### config.mk
export PLATFORM = sky130hd
export DESIGN_NAME = mode_dispatcher
export DESIGN_NICKNAME = d
export VERILOG_FILES = /design/src/rtl/mode_dispatcher.sv
export SDC_FILE = /design/constraint.sdc
export NUM_CORES = 1
export LEC_CHECK = 0
export CORE_MARGIN = 4
export CORE_UTILIZATION = 64
export CTS_CLUSTER_SIZE = 14
export DETAILED_ROUTE_END_ITERATION = 10
export DONT_BUFFER_PORTS = 1
export PLACE_DENSITY = 0.8
export SETUP_SLACK_MARGIN = 0.15
export SLEW_MARGIN = 30
export SYNTH_ARGS = -nofsm -noshare
export SYNTH_HDL_FRONTEND = slang
export SYNTH_SLANG_ARGS = --single-unit
### constraint.sdc
create_clock -name clk -period 5.75 [get_ports clk]
set_clock_uncertainty 0.1 [all_clocks]
set_input_delay 1.15 -clock clk [delete_from_list [all_inputs] [get_ports clk]]
set_output_delay 1.15 -clock clk [all_outputs]
set_load 0.05 [all_outputs]
### src/rtl/mode_dispatcher.sv
// Top-level piano mode sequencer: menu/song-select/run/learn FSM, system tick,
// transactional key-remap table and per-mode board output multiplexing.
module mode_dispatcher #(
    parameter int KEY_BITS      = 7,
    parameter int N_MODES       = 4,
    parameter int SONG_BITS     = 2,
    parameter int N_SONGS       = 3,
    parameter int TUBE_BITS     = 8,
    parameter int TICK_DIV      = 100000,
    parameter int CLOCK_BITS    = 32,
    parameter int LEARN_TIMEOUT = 50
) (
    input  logic                           clk,
    input  logic                           rst,
    input  logic                           submit,
    input  logic                           cancel,
    input  logic [KEY_BITS-1:0]            note_key,
    input  logic [N_MODES-1:0]             needs_song,
    input  logic [N_MODES-1:0]             mode_buzzer,
    input  logic [N_MODES*KEY_BITS-1:0]    mode_led,
    input  logic [N_MODES*TUBE_BITS-1:0]   mode_seg_en,
    input  logic [N_MODES*TUBE_BITS-1:0]   mode_tube1,
    input  logic [N_MODES*TUBE_BITS-1:0]   mode_tube2,
    input  logic [TUBE_BITS-1:0]           menu_seg_en,
    input  logic [TUBE_BITS-1:0]           menu_tube1,
    input  logic [TUBE_BITS-1:0]           menu_tube2,
    output logic [N_MODES-1:0]             mode_en,
    output logic [1:0]                     state,
    output logic [SONG_BITS-1:0]           song,
    output logic [KEY_BITS-1:0]            mapped_key,
    output logic                           tick,
    output logic [CLOCK_BITS-1:0]          system_clock,
    output logic                           buzzer,
    output logic [KEY_BITS-1:0]            led,
    output logic [TUBE_BITS-1:0]           seg_en,
    output logic [TUBE_BITS-1:0]           tube1,
    output logic [TUBE_BITS-1:0]           tube2,
    output logic [$clog2(KEY_BITS+1)-1:0]  learn_idx
);

    localparam int IDXW = (KEY_BITS > 1) ? $clog2(KEY_BITS) : 1;
    localparam int SELW = (N_MODES > 1) ? $clog2(N_MODES) : 1;
    localparam int LIW  = $clog2(KEY_BITS + 1);
    localparam int DIVW = (TICK_DIV > 1) ? $clog2(TICK_DIV) : 1;
    localparam int TOW  = $clog2(LEARN_TIMEOUT + 1);

    typedef enum logic [1:0] {
        MENU     = 2'd0,
        SONG_SEL = 2'd1,
        RUN      = 2'd2,
        LEARN    = 2'd3
    } state_e;

    state_e                state_q, state_d;
    logic [SELW-1:0]       sel_q, sel_d;
    logic [SONG_BITS-1:0]  song_q, song_d;
    logic [LIW-1:0]        lidx_q, lidx_d;
    logic [TOW-1:0]        to_q, to_d;
    logic [KEY_BITS-1:0]   written_q, written_d;
    logic [KEY_BITS-1:0]   table_q  [KEY_BITS];
    logic [KEY_BITS-1:0]   table_d  [KEY_BITS];
    logic [KEY_BITS-1:0]   backup_q [KEY_BITS];
    logic [KEY_BITS-1:0]   backup_d [KEY_BITS];
    logic [DIVW-1:0]       div_q;
    logic [CLOCK_BITS-1:0] clock_q;
    logic                  sub_q, sub_qq, can_q, can_qq;
    logic                  sp, cp, key_ok;
    logic [IDXW-1:0]       key_idx;
    logic [KEY_BITS-1:0]   mapped_q, mapped_d, led_q, led_d;
    logic                  buzzer_q, buzzer_d;
    logic [TUBE_BITS-1:0]  seg_q, seg_d, t1_q, t1_d, t2_q, t2_d;

    assign tick = (div_q == DIVW'(TICK_DIV - 1));
    assign sp   = sub_q & ~sub_qq;
    assign cp   = can_q & ~can_qq;

    always_comb begin
        key_ok  = $onehot(note_key);
        key_idx = '0;
        for (int unsigned i = 0; i < KEY_BITS; i++) begin
            if (note_key[i]) key_idx = IDXW'(i);
        end
    end

    always_comb begin
        state_d   = state_q;
        sel_d     = sel_q;
        song_d    = song_q;
        lidx_d    = lidx_q;
        to_d      = to_q;
        written_d = written_q;
        table_d   = table_q;
        backup_d  = backup_q;
        if (state_q == LEARN && tick) to_d = to_q + TOW'(1);
        unique case (state_q)
            MENU: begin
                if (sp && !cp && key_ok) begin
                    if (key_idx < IDXW'(N_MODES)) begin
                        sel_d   = SELW'(key_idx);
                        state_d = needs_song[SELW'(key_idx)] ? SONG_SEL : RUN;
                    end else if (key_idx == IDXW'(N_MODES)) begin
                        backup_d  = table_q;
                        lidx_d    = '0;
                        to_d      = '0;
                        written_d = '0;
                        state_d   = LEARN;
                    end
                end
            end
            SONG_SEL: begin
                if (cp) begin
                    state_d = MENU;
                    song_d  = '0;
                end else if (sp && key_ok && key_idx < IDXW'(N_SONGS)) begin
                    song_d  = SONG_BITS'(key_idx) + SONG_BITS'(1);
                    state_d = RUN;
                end
            end
            RUN: begin
                if (cp) begin
                    state_d = MENU;
                    song_d  = '0;
                end
            end
            LEARN: begin
                // Entries are rewritten in place; backup holds the pre-session table.
                if (cp || to_q == TOW'(LEARN_TIMEOUT)) begin
                    table_d = backup_q;
                    state_d = MENU;
                    song_d  = '0;
                end else if (sp && key_ok && !written_q[key_idx]) begin
                    table_d[key_idx]   = KEY_BITS'(1) << lidx_q;
                    written_d[key_idx] = 1'b1;
                    lidx_d             = lidx_q + LIW'(1);
                    to_d               = '0;
                    if (lidx_q == LIW'(KEY_BITS - 1)) state_d = MENU;
                end
            end
        endcase
    end

    always_comb begin
        mapped_d = '0;
        if (state_q == SONG_SEL || state_q == RUN) begin
            for (int unsigned i = 0; i < KEY_BITS; i++) begin
                if (note_key[i]) mapped_d = mapped_d | table_q[i];
            end
        end
        buzzer_d = 1'b0;
        led_d    = '0;
        seg_d    = menu_seg_en;
        t1_d     = menu_tube1;
        t2_d     = menu_tube2;
        unique case (state_q)
            MENU: ;
            SONG_SEL: led_d = KEY_BITS'(1) << sel_q;
            RUN: begin
                buzzer_d = mode_buzzer[sel_q];
                led_d    = mode_led[int'(sel_q)*KEY_BITS +: KEY_BITS];
                seg_d    = mode_seg_en[int'(sel_q)*TUBE_BITS +: TUBE_BITS];
                t1_d     = mode_tube1[int'(sel_q)*TUBE_BITS +: TUBE_BITS];
                t2_d     = mode_tube2[int'(sel_q)*TUBE_BITS +: TUBE_BITS];
            end
            LEARN: led_d = (lidx_q < LIW'(KEY_BITS)) ? (KEY_BITS'(1) << lidx_q) : '0;
        endcase
    end

    always_ff @(posedge clk) begin
        if (rst) begin
            state_q   <= MENU;
            sel_q     <= '0;
            song_q    <= '0;
            lidx_q    <= '0;
            to_q      <= '0;
            written_q <= '0;
            for (int unsigned i = 0; i < KEY_BITS; i++) begin
                table_q[i]  <= KEY_BITS'(1) << i;
                backup_q[i] <= KEY_BITS'(1) << i;
            end
            div_q     <= '0;
            clock_q   <= '0;
            sub_q     <= 1'b0;
            sub_qq    <= 1'b0;
            can_q     <= 1'b0;
            can_qq    <= 1'b0;
            mapped_q  <= '0;
            buzzer_q  <= 1'b0;
            led_q     <= '0;
            seg_q     <= '0;
            t1_q      <= '0;
            t2_q      <= '0;
        end else begin
            state_q   <= state_d;
            sel_q     <= sel_d;
            song_q    <= song_d;
            lidx_q    <= lidx_d;
            to_q      <= to_d;
            written_q <= written_d;
            table_q   <= table_d;
            backup_q  <= backup_d;
            if (tick) begin
                div_q   <= '0;
                clock_q <= clock_q + CLOCK_BITS'(1);
            end else begin
                div_q   <= div_q + DIVW'(1);
            end
            sub_q     <= submit;
            sub_qq    <= sub_q;
            can_q     <= cancel;
            can_qq    <= can_q;
            mapped_q  <= mapped_d;
            buzzer_q  <= buzzer_d;
            led_q     <= led_d;
            seg_q     <= seg_d;
            t1_q      <= t1_d;
            t2_q      <= t2_d;
        end
    end

    assign mode_en      = (state_q == RUN) ? (N_MODES'(1) << sel_q) : '0;
    assign state        = state_q;
    assign song         = song_q;
    assign mapped_key   = mapped_q;
    assign system_clock = clock_q;
    assign buzzer       = buzzer_q;
    assign led          = led_q;
    assign seg_en       = seg_q;
    assign tube1        = t1_q;
    assign tube2        = t2_q;
    assign learn_idx    = lidx_q;

endmodule

==> flow_summary.yaml <==
sta:
  timing.final.crit_share_pct: 84.7
  slew_headroom_pct: 35.6
  fin_crit_ns: 4.87
  fin_tns_setup_ns: 0
  fin_worst_hold_slack_ns: 0.350
  finalSetupViolCount: 0
  hold_viol_final: 0
  layout_setup_ws_ns: 0.878
  slew_violations: 0
  clock.fmax_ghz: 0.205
  rsz0062_at_grt: "false"
  worst_pin_slew_ns: 0.963
route:
  drc: 0
  drt-total-wl_mm: 27.6
  drt-vias-per-instance: 6.51
  dr.pass1.iters: 6
  drt_iter0_markers: 946
  ant_nets: 0
  wl_per_cell_um: 21.1
  dr_total_vias: 8525
clock_network:
  htree_levels: 1
  ctsHoldBuffers: 0
  root_buffer: "clkbuf_16"
  path_clk_slew_ns: 0.06
  clock_path_buffers: 3
  cts_resized: 0
  clock_latency_ns: 0.50
  cts_num_sinks: 212
  numCtsBuffers: 22
  cts_setup_buffers: 0
  tritoncts: "yes"
power:
  ir_worst_vdd_uv: 332
  power_per_cell_area_nw_per_um2: 334
  total_power_mw: 3.58
  p_leak_nw: 3.71
synthesis:
  syn_avg_cell_area_um2: 8.65
  synthMuxAreaShare_pct: 9.85
  mappedNetlistArea_um2: 9960
  yosys.area.top_type: "dfxtp_1"
  synth_common_cells: "dfxtp_1 (212), nor2_1 (171), nand2_1 (151)"
  ys_seq_area_share_pct: 42.6
  synthAdderAreaFrac_pct: 2.56
  synth_most_common_cell: "dfxtp_1"
  ys_warn_count: 0
  synth_compound_area_share_pct: 14.7
  yosys.area.top_type_share_pct: 42.6
  synthArstFlopShare_pct: 0
  ys.flop_type: "dfxtp_1"
  synth-seq-cells: 212
  synth-simple-area-share_pct: 22.2
  synthCells: 1151
  synth-edff-count: 0
  synth_area_leaders: "dfxtp_1 (43%), nor2_1 (6.4%), mux4_2 (6.3%), nand2_1 (5.7%), a21oi_1 (3.7%)"
  synth_cell_types: 60
  synth_xor_area_share_pct: 3.87
  syn_nets: 1336
  synth_top_family_by_area: "simple AND/OR/NAND/NOR gates"
global_routing:
  antenna_found_initial: 5
  grt_pass1_wl_mm: 42.8
  grt-ovfl-total: 0
  grt_pass1_vias: 7896
  grt.total_usage_pct: 29.6
  grt_max_degree: 176
floorplan:
  dieWidth_um: 133
  io-pin-count: 250
  dieArea_um2: 17600
  coreArea_um2: 15200
  row_count: 45
  die_h_um: 133
  initial_core_util_pct: 65.5
cells_and_area:
  multi_input_area_um2: 5360
  ff_latch_area_um2: 4250
  final_cells: 1309
  layout.nets: 1294
  drive_above_1_share_pct: 8.83
  n_antenna_cell: 0
  num-fill-cells: 1170
  syn_to_final_growth_pct: 7.75
place:
  portBuffers: 0
  dp_hpwl_mm: 19.6
  gp_congestion: 0.959
  dp_slack_ns: 0.451
  dp_cells: 1273
worst_setup_path:
  r2r_slack_ns: 2.27
  path_buf_inv: 2
  path_class: "primary input to register"
  cp_max_fo: 10
  path_common_cell: "fa_1"
  slowest_delay_ns: 0.56
  path_delay_family: "adder cells"
  cp_slowest_cell: "fa_1"
  crit_chain: "inv_1, fa_1, fa_1, fa_1, inv_1, fa_1, or4b_4, a211o_1, or3_1, o21ai_1, o221a_2"
  end_kind: "register"
  worstPathArrival_ns: 5.21
  cp-start-kind: "primary input"
  cp.required_ns: 6.09
min_path:
  hp-class: "register to register"
job:
  maxCapViolCount: 0
status:
  status: "completed"
[sequential cells by signal (all words and copies together) (netlist names)]
name          count
can_qq            1
sub_qq            1
learn_idx         3
can_q             1
led               7
song              2
buzzer            1
system_clock     32
backup_q         49
tube2             8
seg_en            8
mapped_key        7
sub_q             1
state             2
tube1             8
written_q         7
table_q          49
sel_q             2
div_q            17
to_q              6
[final timing paths]
path,from,endpoint,cells after the start
worst max register to register,can_q,table_q[12],6
worst min register to register,backup_q[19],backup_q[19],2
worst min-delay path,backup_q[19],backup_q[19],2
worst max-delay path,note_key[0],table_q[37],11
[through the flow]
step	area (um2)	utilization [%]
after floorplan	9960	-
after global placement	10000	66.0
after detailed placement	10000	66.1
after CTS	10700	70.6
after global routing	10700	70.6
final	10700	70.6
[logic make-up after synthesis]
kind of cell    count (synthesis)
buf+inv                       106
fa+ha+maj                      18
mux                            63
compound gates                220
xor+xnor                       44
simple gates                  488
flops                         212
[layout make-up]
| cell class | count | area share (%) |
|---|---|---|
| multi-input combinational | 833 | 49.9 |
| sequential | 212 | 39.6 |
| clock buffer | 31 | 5.83 |
| tap | 188 | 2.19 |
| timing repair buffer | 15 | 1.17 |
| inverter | 25 | 0.874 |
| clock inverter | 5 | 0.466 |
[metal layers]
metal | wire [um] | GRT usage [%]
met5 | 69 | 0
met4 | 730 | 7.10
met3 | 3050 | 9.89
met2 | 12500 | 45.7
met1 | 11200 | 40.6
[power breakdown]
group          leakage [nW]  internal, mW  switching (mW)  total [mW]
clock                 0.335         0.797           0.554        1.35
combinational          1.66         0.194           0.279       0.473
sequential             1.72          1.53           0.224        1.75
total                  3.71          2.52            1.06        3.58
[worst register-to-register path, cell delays in order (launching register included)]
cell and delay [ns]:
dfxtp_1 0.32, nor2b_1 0.62, a41o_1 0.74, nand2_1 0.64, o21ai_1 0.60, nor2_1 0.08
a211o_1 0.28
[cell usage in the layout, fill, tap and decap left out, types with 5 or more instances in the layout]
cell type  netlist  final
a222oi_1         7      7
nand4_1         14     14
xor2_1          35     35
a211oi_1        28     28
xnor2_1          9      9
clkbuf_1        63      6
nor2b_1          9      9
a31oi_1         10     10
and3_1           9      9
nor2_1         171    171
nand2_1        151    151
o22ai_1          6      6
o21ai_0         31     31
clkbuf_16        0     23
mux4_2          28     28
nor3_1          16     16
inv_1           25     25
o31ai_1          5      5
mux2i_1         35     35
nand3b_1        13     13
a311oi_1         6      6
dfxtp_1        212    211
nand3_1         57     56
o221a_2         13     13
ha_1            14     13
and4_1           7      7
a21oi_1         74     74
or3_1           10     10
buf_4            0     14
a22oi_1         15     15
and2_1           7      7
(Power assumes the default switching activity.)
